$ cat config.mk
export PLATFORM = sky130hd
export DESIGN_NAME = lsu
export DESIGN_NICKNAME = d
export VERILOG_FILES = /design/src/rtl/lsu_pkg.sv /design/src/rtl/lsu_align.sv /design/src/rtl/lsu.sv
export SDC_FILE = /design/constraint.sdc
export NUM_CORES = 1
export LEC_CHECK = 0
export BUFFER_PORTS_ARGS = -buffer_cell sky130_fd_sc_hd__clkbuf_2
export CORE_AREA = 2 2 98 100
export DETAILED_ROUTE_END_ITERATION = 8
export DIE_AREA = 0 0 100 102
export GPL_ROUTABILITY_DRIVEN = 0
export PLACE_DENSITY = 0.79
export SLEW_MARGIN = 20
export SYNTH_ARGS = -nofsm -noshare
export SYNTH_HDL_FRONTEND = slang
export SYNTH_HIERARCHICAL = 1
export SYNTH_SLANG_ARGS = --single-unit
$ cat constraint.sdc
create_clock -name clk -period 5.57 [get_ports clk]
set_input_delay 0.557 -clock clk [delete_from_list [all_inputs] [get_ports clk]]
set_output_delay 0.557 -clock clk [all_outputs]
set_load 0.02 [all_outputs]
$ cat src/rtl/lsu_pkg.sv
// Shared definitions for the load/store unit: aluop codes, byte-enable type, FSM states.
package lsu_pkg;

   localparam int ALUOP_W = 8;
   typedef logic [ALUOP_W-1:0] alu_op_t;
   typedef logic [3:0]         be_t;

   localparam alu_op_t EXE_NOP = 8'h00;
   localparam alu_op_t EXE_ADD = 8'h20;
   localparam alu_op_t EXE_LB  = 8'he0;
   localparam alu_op_t EXE_LH  = 8'he1;
   localparam alu_op_t EXE_LW  = 8'he3;
   localparam alu_op_t EXE_LBU = 8'he4;
   localparam alu_op_t EXE_LHU = 8'he5;
   localparam alu_op_t EXE_SB  = 8'he8;
   localparam alu_op_t EXE_SH  = 8'he9;
   localparam alu_op_t EXE_SW  = 8'heb;

   typedef enum logic [1:0] {
      LSU_IDLE = 2'd0,
      LSU_REQ  = 2'd1,
      LSU_WAIT = 2'd2,
      LSU_DONE = 2'd3
   } lsu_state_e;

endpackage

$ cat src/rtl/lsu_align.sv
// Combinational data path of the LSU: op decode, misalignment check,
// store lane formatting and load extraction/extension.
module lsu_align
   import lsu_pkg::*;
(
   input  alu_op_t     aluop,
   input  logic [31:0] addr,
   input  logic [31:0] reg2,
   input  logic [31:0] rdata,
   output logic        is_mem,
   output logic        is_load,
   output logic        misalign,
   output be_t         be,
   output logic [31:0] wdata,
   output logic [31:0] ld_data
);

   logic [7:0]  byte_sel;
   logic [15:0] half_sel;

   always_comb begin
      byte_sel = rdata[7:0];
      unique case (addr[1:0])
         2'd0: byte_sel = rdata[7:0];
         2'd1: byte_sel = rdata[15:8];
         2'd2: byte_sel = rdata[23:16];
         2'd3: byte_sel = rdata[31:24];
      endcase
      half_sel = addr[1] ? rdata[31:16] : rdata[15:0];
   end

   always_comb begin
      is_mem   = 1'b0;
      is_load  = 1'b0;
      misalign = 1'b0;
      be       = 4'b0000;
      wdata    = 32'h0;
      ld_data  = 32'h0;
      case (aluop)
         EXE_LB: begin
            is_mem = 1'b1; is_load = 1'b1; be = 4'b1111;
            ld_data = {{24{byte_sel[7]}}, byte_sel};
         end
         EXE_LBU: begin
            is_mem = 1'b1; is_load = 1'b1; be = 4'b1111;
            ld_data = {24'h0, byte_sel};
         end
         EXE_LH: begin
            is_mem = 1'b1; is_load = 1'b1; be = 4'b1111; misalign = addr[0];
            ld_data = {{16{half_sel[15]}}, half_sel};
         end
         EXE_LHU: begin
            is_mem = 1'b1; is_load = 1'b1; be = 4'b1111; misalign = addr[0];
            ld_data = {16'h0, half_sel};
         end
         EXE_LW: begin
            is_mem = 1'b1; is_load = 1'b1; be = 4'b1111; misalign = |addr[1:0];
            ld_data = rdata;
         end
         EXE_SB: begin
            is_mem = 1'b1;
            be     = 4'b0001 << addr[1:0];
            wdata  = {4{reg2[7:0]}};
         end
         EXE_SH: begin
            is_mem = 1'b1; misalign = addr[0];
            be     = addr[1] ? 4'b1100 : 4'b0011;
            wdata  = {2{reg2[15:0]}};
         end
         EXE_SW: begin
            is_mem = 1'b1; misalign = |addr[1:0];
            be     = 4'b1111;
            wdata  = reg2;
         end
         default: ;
      endcase
   end

endmodule

$ cat src/rtl/lsu.sv
// Load/store unit: request/grant/rvalid bus sequencing with pipeline stall,
// pass-through of non-memory results to write-back.
module lsu
   import lsu_pkg::*;
(
   input  logic        clk,
   input  logic        rst,
   input  alu_op_t     mem_aluop_i,
   input  logic [31:0] mem_addr_i,
   input  logic [31:0] mem_reg2_i,
   input  logic [4:0]  wd_i,
   input  logic        wreg_i,
   input  logic [31:0] wdata_i,
   output logic [4:0]  wd_o,
   output logic        wreg_o,
   output logic [31:0] wdata_o,
   output logic        stallreq_o,
   output logic        misalign_o,
   output logic        dbus_req_o,
   output logic        dbus_we_o,
   output logic [31:0] dbus_addr_o,
   output be_t         dbus_be_o,
   output logic [31:0] dbus_wdata_o,
   input  logic        dbus_gnt_i,
   input  logic        dbus_rvalid_i,
   input  logic [31:0] dbus_rdata_i
);

   lsu_state_e  state, state_nxt;
   logic [31:0] ld_q;
   logic        is_mem, is_load, misalign, issue;
   be_t         be;
   logic [31:0] st_wdata, ld_data;

   lsu_align u_align (
      .aluop    (mem_aluop_i),
      .addr     (mem_addr_i),
      .reg2     (mem_reg2_i),
      .rdata    (dbus_rdata_i),
      .is_mem   (is_mem),
      .is_load  (is_load),
      .misalign (misalign),
      .be       (be),
      .wdata    (st_wdata),
      .ld_data  (ld_data)
   );

   always_ff @(posedge clk or negedge rst) begin
      if (!rst) begin
         state <= LSU_IDLE;
         ld_q  <= 32'h0;
      end else begin
         state <= state_nxt;
         if (state == LSU_WAIT && dbus_rvalid_i) ld_q <= ld_data;
      end
   end

   always_comb begin
      state_nxt    = state;
      issue        = 1'b0;
      wd_o         = wd_i;
      wreg_o       = wreg_i;
      wdata_o      = wdata_i;
      stallreq_o   = 1'b0;
      misalign_o   = 1'b0;
      dbus_req_o   = 1'b0;
      dbus_we_o    = 1'b0;
      dbus_addr_o  = 32'h0;
      dbus_be_o    = 4'b0000;
      dbus_wdata_o = 32'h0;
      unique case (state)
         LSU_IDLE: begin
            if (is_mem) begin
               wreg_o = 1'b0;
               if (misalign) misalign_o = 1'b1;
               else          issue      = 1'b1;
            end
         end
         LSU_REQ: begin
            wreg_o = 1'b0;
            issue  = 1'b1;
         end
         LSU_WAIT: begin
            wreg_o     = 1'b0;
            stallreq_o = 1'b1;
            if (dbus_rvalid_i) state_nxt = LSU_DONE;
         end
         LSU_DONE: begin
            state_nxt = LSU_IDLE;
            if (is_load) wdata_o = ld_q;
            else         wreg_o  = 1'b0;
         end
      endcase
      // IDLE and REQ share the request drive and the grant exits
      if (issue) begin
         stallreq_o   = 1'b1;
         dbus_req_o   = 1'b1;
         dbus_we_o    = !is_load;
         dbus_addr_o  = {mem_addr_i[31:2], 2'b00};
         dbus_be_o    = be;
         dbus_wdata_o = st_wdata;
         if (dbus_gnt_i) state_nxt = is_load ? LSU_WAIT : LSU_DONE;
         else            state_nxt = LSU_REQ;
      end
      // outputs held at their reset values for the whole reset assertion
      if (!rst) begin
         wd_o         = 5'd0;
         wreg_o       = 1'b0;
         wdata_o      = 32'h0;
         stallreq_o   = 1'b0;
         misalign_o   = 1'b0;
         dbus_req_o   = 1'b0;
         dbus_we_o    = 1'b0;
         dbus_addr_o  = 32'h0;
         dbus_be_o    = 4'b0000;
         dbus_wdata_o = 32'h0;
      end
   end

endmodule
# ---- Word level (Yosys, flattened, before mapping)
# Cells that the tools add are included.
# W data, S select, Z words.
dict set report word_totals {
  reg_bits 34
  input_bits 146
  out_inout_bits 110
  elab_cells 73
}
dict set report classes {
  n_eq_ne 15
  shifts 1
  n_mux 42
  reduce_logical 13
}
# op count
set ops {}
lappend ops {{$mux W32} 7}
lappend ops {{$pmux W32 S5} 1}
lappend ops {{$pmux W32 S3} 1}
lappend ops {{$eq A8 B8 Y1 const B} 8}
lappend ops {{$pmux W8 S4} 1}
lappend ops {{$mux W1} 19}
lappend ops {{$mux W16} 1}
lappend ops {{$mux W4} 3}
lappend ops {{$pmux W4 S3} 1}
lappend ops {{$eq A2 B2 Y1 const B} 4}
lappend ops {{$reduce_or A8 Y1} 1}
lappend ops {{$mux W2} 3}
lappend ops {{$reduce_or A2 Y1} 3}
lappend ops {{$reduce_or A6 Y1} 1}
lappend ops {{$mux W5} 1}
lappend ops {{$reduce_or A5 Y1} 1}
lappend ops {{$eq A2 B1 Y1 const B} 2}
lappend ops {{$logic_not A2 Y1} 2}
lappend ops {{$pmux W1 S2} 2}
lappend ops {{$pmux W2 S2} 1}
lappend ops {{$shl A1 B2 Y4 const A} 1}
lappend ops {{$ne A3 B3 Y1 const B} 1}
lappend ops {{$pmux W1 S3} 1}
lappend ops {{$reduce_bool A3 Y1} 1}
lappend ops {{4 further kinds} 4}

# ---- Logic depth before layout (Yosys ltp)
dict set report logic_depth {
  depth_word 8
  depth_mapped 10
  depth_no_buf 7
}

# ---- Modules after synthesis
# Netlist, hierarchy kept.
# mod instances cells_each area_per_inst_um2 seq_area_each_um2
set modules_own_cells {}
lappend modules_own_cells {lsu 1 281 2441.1 850.8}
lappend modules_own_cells {lsu_align 1 158 1244.9 0.0}

# ---- Worst setup path before layout
# OpenSTA, ideal clock, no wires.
dict set report synth_path {
  kind {in2out}
  from {in mem_aluop_i[1]}
  to {out dbus_we_o}
  t_arrival_ns 2.268
  required_ns 5.013
  slack_ns 2.745
  stages 8
  n_path_buf 1
  path_cell_list {buf_2 -> inv_1 -> nor2_1 -> nor3_1 -> nand2b_1 -> nand2b_1 -> and2_1 -> nor3_1}
}
dict set report synth_via {
  elab_cells_between_ends 21
  classes_between {eq/ne (8); mux (8); reduce/logical (5)}
}
# element line
set synth_lines {}
lappend synth_lines {{start, declared} lsu.sv:8} ;# input alu_op_t mem_aluop_i,
lappend synth_lines {{$eq A8 B8 Y1} lsu_align.sv:39} ;# case (aluop)
lappend synth_lines {{$reduce_or A8 Y1 (no source line) *} n/a}
lappend synth_lines {{$mux W1 *} lsu_align.sv:39}
lappend synth_lines {{named net is_mem} lsu.sv:31} ;# logic is_mem, is_load, misalign, issue;
lappend synth_lines {{$mux W1 *} lsu.sv:73} ;# if (is_mem) begin
lappend synth_lines {{$pmux W1 S2 *} lsu.sv:71} ;# unique case (state)
lappend synth_lines {{$mux W1 *} lsu.sv:95} ;# if (issue) begin
lappend synth_lines {{$mux W1 *} lsu.sv:106} ;# if (!rst) begin
lappend synth_lines {{end, declared} lsu.sv:20} ;# output logic dbus_we_o,
# Mark *: on every way through the listed nets, which the timed path passes. The rest lies on a longest branch.

# ---- Final worst setup path
dict set report layout_path {
  from {in mem_aluop_i[4]}
  to {out dbus_addr_o[25]}
}
dict set report layout_via {
  elab_cells_between_ends 18
  classes_between {eq/ne (8); mux (7); reduce/logical (3)}
}
# element line
set layout_lines {}
lappend layout_lines {{$eq A8 B8 Y1} lsu_align.sv:39}
lappend layout_lines {{$reduce_or A8 Y1 (no source line) *} n/a}
lappend layout_lines {{$mux W1 *} lsu_align.sv:39}
lappend layout_lines {{named net is_mem} lsu.sv:31}
lappend layout_lines {{$mux W1 *} lsu.sv:73}
lappend layout_lines {{$pmux W1 S2 *} lsu.sv:71}
lappend layout_lines {{$mux W32 *} lsu.sv:95}
lappend layout_lines {{$mux W32 *} lsu.sv:106}
lappend layout_lines {{end, declared} lsu.sv:21} ;# output logic [31:0] dbus_addr_o,
# Marked as above.

==> impl_results.md <==
* Status: finished, final reports clean
* R2R Setup Slk at 3.97 ns
* Root Buffer: clkbuf_8
* RSZ-0062 raised after global routing: false
* Placed cell count at 769
* N_diodes at 0
* Top-count cell post-synth: and2_1
* Row cnt at 35
* Fill count at around 850
* Yosys warning total at 6
* Critical Path Sink Type: primary output
* Crit path max-delay family: simple AND/OR/NAND/NOR gates
* Grt ovf at 0
* Main synth FF type: dfrtp_1
* Power Total at 875 uW
* Total Nets Final at 812
* CP arrival at 3.23 ns
* CP Cell Sequence: clkbuf_2 -> nand4b_1 -> nor3_1 -> nand2b_1 -> nand2b_1 -> a21oi_4 -> buf_8 -> and2_1 -> clkbuf_2
* Worst Hold Class: flop to flop
* Area fraction in compound gates after synthesis at 21.8%
* Core area at 9110 um2
* CP Max Fanout at 35
* Clock skew at 0.00405 ns
* # port buffers at 253
* Worst setup startpoint: mem_aluop_i[4]
* Via/cell ratio at 5.33
* Period utilisation layout at 67.9%
* Hold Vio Cnt, Final at 0
* Worst Setup EP: dbus_addr_o[25]
* Adder-cell share of the synthesized area at 0%
* Number of synthesized register bits at 34
* Fin cells at 778
* Final setup fails at 0
* Max-Cap Viols at 0
* Post-synth EDFFs at 0
* Main combinational cell family by area after synthesis: simple AND/OR/NAND/NOR gates
* Leak at about 2.8 nW
* Async set or reset register ratio after synthesis at 100%
* Post-Syn Instances at about 440
* Post-DP HPWL at 10.4 mm
* Post-CTS setup buffers at 0
* Die span in y at 102 um
* XOR/XNOR share of the synthesized area at 0%
* CP Data Required Time at 5.01 ns
* Grt met2 use at 37.6%
* Setup TNS at 0 ns
* Via count at 4,145
* Die width at roughly 100 um
* Top cells by count, synth: and2_1, nand2_1, dfrtp_1, o21ai_0, nand3_1
* Global Route Usage Sum at between 20% and 30%
* Gr busiest metal: met2
* Final WL at 13.1 mm
* Post-synth top area share at 23.1%
* R2R Path Start: state[0]
* Slew Viols, Final at 0
* Seq/Total Area, Yosys at ~23%
* Netlist cell types at 45
* Multiplexer share of the synthesized area at 17.9%
* M1 GR Usage at 35.2%
* DRT antenna net count at 0
* DIE AREA at about 10,000 um2
* Initial Util at 40.5%
* DR pass1 iterations at 5
* Drc violations at 0
* Buf+Inv Stages, Crit Path at 3
* Hold_buf cts at 0
* Yosys top cell by area: dfrtp_1
* CP max stage delay at 0.77 ns
* Vias in the first global route at 3,716
* R2R depth at 3
* Startpoint Class: primary input
* Layout Area Growth over Synthesis at 36.4%
* Met3 Use GR at 4.45%
* Num CTS Buffers at 5
* Reg clk slew, reported paths at 0.07 ns
* Clk sinks at 34
* Slew headroom at 31.1%
* Period minus WS final at about 3.8 ns
* Worst Path Class, Setup: primary input to primary output
* Share of layout cells above drive strength 1 at about 48%
* Fmax at 264 MHz
* Crit path depth at 9
* Worst Tran Pin Value at about 1.0 ns
* # IOs at 256
* CTS H-tree lvls at 2
* Max VDD drop at 0.112 mV
* Clk buf depth at 2
* Post-CTS resize count at 0
* Iteration-0 DRC Markers at ~300
* Cell Pwr Density at 174 nW/um2
* Initial antenna violation count at 0
* Wire per inst at 16.8 um
* Utilization after layout at a little under three fifths
* Netlist Area Pre-Place at 3690 um2
* Synth top area cells: dfrtp_1, and2_1, mux2_2, a221o_1, mux4_2
* CP max stage cell: nor3_1
* Clock Latency Late Sink at 0.28 ns
* Post-Synth Simple-Gate Area at 29.9%
* Reg-to-reg endpoint: ld_q[20]
* TritonCTS clock tree: done
* Largest net degree at the start of global routing at 105
* Mean post-synth cell area at roughly 8.4 um2
* Global-route wire length before repair at between 15 and 20 mm
[cell type report]
cell class	count	area, um2	share of cell area, %
clock buffers	8	110	2.19
flip-flops and latches	34	851	16.9
multi-input cells	361	2590	51.5
inverters	6	22.5	0.448
well taps	111	139	2.76
repair buffers	258	1310	26.1
[how the worst min path moves through the flow]
stage | from | end | slack, ns | cells after the start
global placement | ld_q[16] | ld_q[16] | 0.49 | 1
global route | ld_q[13] | ld_q[13] | 0.51 | 1
CTS | ld_q[12] | ld_q[12] | 0.51 | 1
detailed placement | ld_q[18] | ld_q[18] | 0.49 | 1
floorplan | rst | ld_q[0] | 0.26 | 0
finish | ld_q[8] | ld_q[8] | 0.51 | 1
[sequential cells by signal (all words and copies together), names as in the netlist]
signal,count
ld_q,32
state,2
[per-layer routing]
| layer | share of wire, % | vias to the layer above |
|---|---|---|
| met5 | 0 | - |
| met1 | 46 | 1920 |
| met3 | 8.2 | 12 |
| met4 | 1.1 | 0 |
| li1 | - | 2020 |
| met2 | 45 | 193 |
[power breakdown]
part	total (mW)	switching, mW	internal, mW
logic	0.382	0.229	0.154
registers	0.280	0.0187	0.261
clock network	0.213	0.0878	0.125
total	0.875	0.335	0.540
[through the flow]
stage,hold slack [ns],setup slack (ns),instance area [um2]
6_report,0.505,1.79,5030
5_1_grt,0.514,1.61,5030
4_1_cts,0.509,1.68,5000
3_5_place_dp,0.491,1.69,4890
3_3_place_gp,0.491,1.88,4890
2_1_floorplan,0.261,2.74,3690
[cells in the final DEF (no fill, tap or decap), drive strengths merged, types with 2 or more instances in the layout]
master    n
and2     87
dfrtp    34
inv       6
a32oi     2
o21ai    40
nor3      5
a21oi     8
conb      2
buf       6
mux4      8
mux2i     5
nand2b    5
nand2    44
clkbuf  260
mux2     36
a221o    19
a22o     12
a211o     2
nor4      2
nand3    35
a21o     22
nor2     16
[cell families (layout without fill, tap and decap cells)]
family                 count (synthesis)  count (layout)
AOI/OAI and AO/OA                    110             110
buffers and inverters                 45             272
and+or+nand+nor                      200             200
DFF                                   34              34
muxes                                 49              49
other                                  1               2
Power figures use the tool's default switching activity.
